`config.mk`:
```
export PLATFORM = sky130hd
export DESIGN_NAME = wb_port_arbiter
export DESIGN_NICKNAME = d
export VERILOG_FILES = /design/src/rtl/wb_port_arbiter.sv
export SDC_FILE = /design/constraint.sdc
export NUM_CORES = 1
export LEC_CHECK = 0
export CAP_MARGIN = 5
export CORE_ASPECT_RATIO = 0.8
export CORE_UTILIZATION = 42
export CTS_BUF_LIST = sky130_fd_sc_hd__clkbuf_8
export DETAILED_ROUTE_END_ITERATION = 10
export MAX_ROUTING_LAYER = met4
export PLACE_DENSITY = 0.76
export SLEW_MARGIN = 20
export SYNTH_ARGS = -nofsm -noshare
export SYNTH_HDL_FRONTEND = slang
export SYNTH_SLANG_ARGS = --single-unit
```
`constraint.sdc`:
```
create_clock -name clk -period 3.05 [get_ports clk]
set_input_delay 0.7625 -clock clk [delete_from_list [all_inputs] [get_ports clk]]
set_output_delay 0.7625 -clock clk [all_outputs]
set_load 0.005 [all_outputs]
```
`src/rtl/wb_port_arbiter.sv`:
```
// wb_port_arbiter
//   Shares the single register-file write port between the one-cycle ALU
//   result path and the returned-load path. It also tracks registers that
//   are waiting on outstanding loads, so decode can stall on a hazard.
//
//   By default the ALU result has priority. A returned load that has been
//   refused for STARVE_LIMIT cycles in a row then takes priority. The write
//   port is registered, so rf_* reflect the transfer of the previous cycle.
//
// Ports
//   clk, rst                       clock, synchronous active-high reset
//   alu_valid/alu_rd/alu_data      ALU write-back request
//   alu_ready                      ALU request accepted this cycle
//   ld_issue/ld_issue_rd           load dispatched; marks rd pending
//   ld_valid/ld_rd/ld_data         returned load write-back request
//   ld_ready                       returned load accepted this cycle
//   rs1, rs2                       decode-stage source registers
//   hazard                         a source waits on an outstanding load
//   rf_we/rf_rd/rf_wdata           registered register-file write port
module wb_port_arbiter #(
    parameter int unsigned STARVE_LIMIT = 2
) (
    input  logic        clk,
    input  logic        rst,
    input  logic        alu_valid,
    input  logic [4:0]  alu_rd,
    input  logic [31:0] alu_data,
    output logic        alu_ready,
    input  logic        ld_issue,
    input  logic [4:0]  ld_issue_rd,
    input  logic        ld_valid,
    input  logic [4:0]  ld_rd,
    input  logic [31:0] ld_data,
    output logic        ld_ready,
    input  logic [4:0]  rs1,
    input  logic [4:0]  rs2,
    output logic        hazard,
    output logic        rf_we,
    output logic [4:0]  rf_rd,
    output logic [31:0] rf_wdata
);

    localparam logic [2:0] LIMIT = 3'(STARVE_LIMIT);

    logic [2:0]  starve_cnt_q, starve_cnt_d;
    logic [31:0] pending_q, pending_d;
    logic        rf_we_q, rf_we_d;
    logic [4:0]  rf_rd_q, rf_rd_d;
    logic [31:0] rf_wdata_q, rf_wdata_d;

    logic ld_pri;
    logic alu_xfer, ld_xfer;

    // The priority mode is not stored as separate state. It is the starvation
    // counter reaching its saturation value.
    assign ld_pri = (starve_cnt_q == LIMIT);

    always_comb begin
        alu_ready = 1'b0;
        ld_ready  = 1'b0;
        if (!rst) begin
            if (ld_pri) begin
                ld_ready  = 1'b1;
                alu_ready = !ld_valid;
            end else begin
                alu_ready = 1'b1;
                ld_ready  = !alu_valid;
            end
        end
    end

    // The ready equations above never let both sides transfer in one cycle.
    assign alu_xfer = alu_valid && alu_ready;
    assign ld_xfer  = ld_valid && ld_ready;

    always_comb begin
        starve_cnt_d = starve_cnt_q;
        if (!ld_valid || ld_xfer) begin
            starve_cnt_d = 3'd0;
        end else if (starve_cnt_q < LIMIT) begin
            starve_cnt_d = starve_cnt_q + 3'd1;
        end
    end

    // A write to x0 still completes the handshake, but it is not a real
    // write. rf_rd and rf_wdata then keep the last real write.
    always_comb begin
        rf_we_d    = 1'b0;
        rf_rd_d    = rf_rd_q;
        rf_wdata_d = rf_wdata_q;
        if (alu_xfer && alu_rd != 5'd0) begin
            rf_we_d    = 1'b1;
            rf_rd_d    = alu_rd;
            rf_wdata_d = alu_data;
        end else if (ld_xfer && ld_rd != 5'd0) begin
            rf_we_d    = 1'b1;
            rf_rd_d    = ld_rd;
            rf_wdata_d = ld_data;
        end
    end

    // The clear is applied before the set. When a new load to a register
    // issues as the old one retires, the register stays pending.
    always_comb begin
        pending_d = pending_q;
        if (ld_xfer) begin
            pending_d[ld_rd] = 1'b0;
        end
        if (ld_issue && ld_issue_rd != 5'd0) begin
            pending_d[ld_issue_rd] = 1'b1;
        end
        pending_d[0] = 1'b0;
    end

    always_ff @(posedge clk) begin
        if (rst) begin
            starve_cnt_q <= 3'd0;
            pending_q    <= '0;
            rf_we_q      <= 1'b0;
            rf_rd_q      <= 5'd0;
            rf_wdata_q   <= 32'd0;
        end else begin
            starve_cnt_q <= starve_cnt_d;
            pending_q    <= pending_d;
            rf_we_q      <= rf_we_d;
            rf_rd_q      <= rf_rd_d;
            rf_wdata_q   <= rf_wdata_d;
        end
    end

    // pending_q[0] is always 0, so an x0 source never raises a hazard.
    // There is no forwarding: the bit clears in the same cycle that rf_we
    // carries the load.
    assign hazard = !rst && (pending_q[rs1] || pending_q[rs2]);

    assign rf_we    = rf_we_q;
    assign rf_rd    = rf_rd_q;
    assign rf_wdata = rf_wdata_q;

endmodule

```
[After elaboration in Yosys (flattened, before gate mapping)]
Cells that the tools add are included.
Widths: inputs -> output; s select.
Storage, ports and cells
  register bits: 73
  input port bits: 94
Operators by class
  add/sub/neg operators: 1
  equal/unequal tests: 1
  reductions and logical operators: 18
  order comparisons: 7
  bitwise logic cells: 3
  mux-type cells: 20
Operators by type and width (count)
  $mux 32: 4
  $and 32x32->32: 1
  $not 32->32: 1
  $or 32x32->32: 1
  $lt 5x6->1 const B: 4
  $reduce_bool 5->1: 3
  $bmux 1 s5: 2
  $demux 1 s5: 2
  $ge 5x1->1 const B: 2
  $mux 1: 10
  $mux 5: 2
  $logic_and 1x1->1: 8
  $add 3x1->3 const B: 1
  $eq 3x2->1 const B: 1
  $logic_not 1->1: 3
  $lt 3x2->1 const B: 1
  $logic_or 1x1->1: 2
  $reduce_bool 2->1: 1
  $reduce_or 2->1: 1

[Depth between registers and ports, before layout]
  depth in word-level cells: 9
  gate-level depth with buffers: 9

[Least setup slack after synthesis]
OpenSTA, ideal clock, no wires.
  path kind: input to output
  start point: input rs1[2]
  end point: output hazard
  path buffers: 1
  arrival time: 2087 ps
  stages: 6
  slack: 201 ps
  path through: buf_6 mux4_2 or3b_1 o31ai_1 a2111oi_0 a211o_1
On the way
  longest elaborated chain between the ends: 4
Ends and longest elaborated chain
  start, declared: line 35  | input logic [4:0] rs1,
  $bmux 1 s5: line 134  | assign hazard = !rst && (pending_q[rs1] || pending_q[rs2]);
  $mux 1 (implied by the code): line 134
  $logic_or 1x1->1: line 134
  $logic_and 1x1->1: line 134
  end, declared: line 37  | output logic hazard,
No other way between the ends. The select of a mux whose other input is x is not followed.

[Worst setup path in the final report]
Same ends and word-level chain as after synthesis.

==> flow_summary.yaml <==
run_status:
  status: "completed"
placement:
  gp_congestion: 1.05
  post-place-ws_ps: -842
  place_hpwl_mm: 8.74
  io_buffers: 134
floorplan:
  rows: 30
  ioPinCount: 135
  die_area_um2: 9210
  core_area_um2: 8520
  start_util_pct: 43.5
  fp.dieH_um: 86.0
  die_x_um: 107
setup_path:
  r2r-start: "starve_cnt_q[1]"
  r2r_slack_ps: 970
  startpoint: "rs1[2]"
  cp.arrival_ps: 2250
  critPathKind: "input port to output port"
  end_kind: "output port"
  crit_end: "hazard"
  reg2reg_depth: 6
  critPathMaxFanout: 5
  cp.required_ps: 2290
  critPathLaunchType: "input port"
  timing.rr.end: "rf_wdata[20]"
logic_synthesis:
  yosysWarningCount: 0
  synth.net_count: 550
  yosysUniqueCellTypes: 45
  avgSynthCellArea_um2: 8.17
  yosysMostFrequentCell: "nand2_1"
  synth-async-reset-ratio_pct: 0
  syn_area_um2: 3710
  yosys.area.top_type_share_pct: 38.9
  ys_ff_latch: 72
  ys.flop_type: "dfxtp_1"
  ys_seq_area_share_pct: 38.9
  synthTopCellsByCount: "112 x nand2_1, 72 x dfxtp_1, 52 x nor2_1, 38 x a21oi_1, 34 x a311oi_1"
  synth_edf_count: 0
  synth_top_area_cell: "dfxtp_1"
  ys_top_cells_by_area: "dfxtp_1 39%, nand2_1 11%, a311oi_1 8.0%"
  postSynthCellCount: 454
clock_tree:
  cts.clk_slew.worst_paths_ps: 80
  clockBufferDepth: 2
  cts_hold_buffers: 0
  cts_buffers: 9
  cts_tree: "done"
  cts_root_buf: "clkbuf_8"
  clk_latency_ps: 360
  cts_setup_buffers: 0
  htreeDepth: 3
  cts_sinks: 72
global_routing:
  overflow: 0
  track_usage_pct: 27.1
  antenna_found_initial: 0
  grt_max_degree: 56
  grt_pass1_vias: 3708
  grt_pass1_wl_mm: 18.8
cells_and_area:
  drive_above_1_share_pct: 11.4
  n_fill_cell: 705
  syn_to_final_growth_pct: 47.5
  final_net_count: 687
  antennaDiodeCount: 0
sta:
  worst_pin_slew_ps: 624
  setup-tns-final_ps: 0
  final_max_slew_viol_count: 0
  rsz0062_at_grt: "true"
  skew_ps: 12.7
  setup_viol: 0
  hold_violations: 0
  finalCritPeriodShare_pct: 98.7
  post-route-min-period_ps: 3010
  layout_setup_ws_ps: 38.4
  clock.fmax_mhz: 332
  relSlewSlack_pct: 58.4
routing:
  viasPerCell: 5.54
  post-route-drc-count: 0
  drt_iter0_markers: 321
  wl_per_cell_um: 16.7
  routed_wl_mm: 11.8
  num_vias: 3925
  ant_nets: 0
  firstDrtPassIters: 5
hold_path:
  hp-class: "flip-flop to flip-flop"
flow_run:
  maxCapViolations: 0
pwr:
  vdd_drop_max_mv: 0.303
  power_density_nw_per_um2: 424
  p_leak_uw: 0.00197
==> power by group <==
group	internal, µW	switching, µW
Combinational	256	183
Clock	470	398
Sequential	985	26.0
==> sequential cells by signal, indices dropped and copies added (netlist names) <==
register and flops:
pending_q 31, rf_rd 5, rf_wdata 32, rf_we 1, starve_cnt_q 3
==> layout by cell type (no fill, tap or decap), drive strengths merged, types with 2 or more instances in the layout <==
cell	instances
dfxtp	72
o21ai	31
a211oi	7
mux4	11
dlygate4sd2	4
a311oi	34
clkbuf	9
nand2b	9
bufinv	2
a22oi	3
nor2b	7
buf	30
clkinv	3
nor3b	3
a21oi	39
clkdlybuf4s50	124
nor2	52
nor3	2
nand3	5
nand2	112
inv	5
a211o	2
o211ai	2
ha	2
mux2i	9
==> what timing repair did <==
action	CTS	global route
resized for setup	38	3
pin swaps	4	1
setup endpoints to repair	1	1
==> worst min-delay path by stage <==
stage / start / end / slack (ps) / cells after the start
after global routing: rf_wdata[13] / rf_wdata[13] / 500 / 2
after CTS: rf_wdata[13] / rf_wdata[13] / 490 / 2
after global placement: rf_wdata[15] / rf_wdata[15] / 470 / 2
after detailed placement: rf_wdata[6] / rf_wdata[6] / 470 / 2
final: rf_wdata[13] / rf_wdata[13] / 480 / 2
after floorplan: pending_q[28] / pending_q[28] / 460 / 2
==> routing by layer <==
layer / track usage, % / vias up / wire [µm]
met4: 9.34 / 0 / 290
met2: 39.8 / 148 / 5530
li1: - / 1902 / -
met5: - / - / 0
met1: 36.1 / 1849 / 5190
met3: 6.99 / 26 / 839
==> critical path, cell delays in order <==
cell,delay [ps]
buf_6,100
mux4_2,480
or3b_1,380
o31ai_2,80
a2111oi_2,90
a211o_1,230
buf_2,130
==> final cells by class <==
class / instances / area (µm²) / share of cell area, %
clock buffer: 9 / 124 / 2.26
timing repair buffer: 159 / 1540 / 28.2
multi-input combinational: 345 / 2100 / 38.5
sequential: 72 / 1440 / 26.4
inverter: 4 / 15.0 / 0.275
tap: 112 / 140 / 2.56
clock inverter: 7 / 105 / 1.92
==> cells by family (layout without fill, tap and decap cells) <==
family,Yosys count,count (layout),synth area share [%]
AOI/OAI and AO/OA,124,124,22.4
xor gates and xnor gates,1,1,0.236
adders and majority gates,2,2,0.675
buffers and inverters,37,179,5.80
DFF,72,72,38.9
muxes,21,21,9.92
and+or+nand+nor,197,197,22.1
==> through the flow <==
step | util [%] | area [µm²] | std cells | power [µW] | hold slack [ps]
6_report | 64.2 | 5470 | 708 | 2320 | 482
5_1_grt | 64.2 | 5470 | 708 | 2420 | 500
4_1_cts | 64.1 | 5460 | 708 | 2330 | 485
3_5_place_dp | 61.2 | 5220 | 692 | 1470 | 472
3_3_place_gp | 61.2 | 5220 | 692 | 1460 | 467
2_1_floorplan | - | 3710 | 454 | 1200 | 459
(Power assumes the default switching activity.)
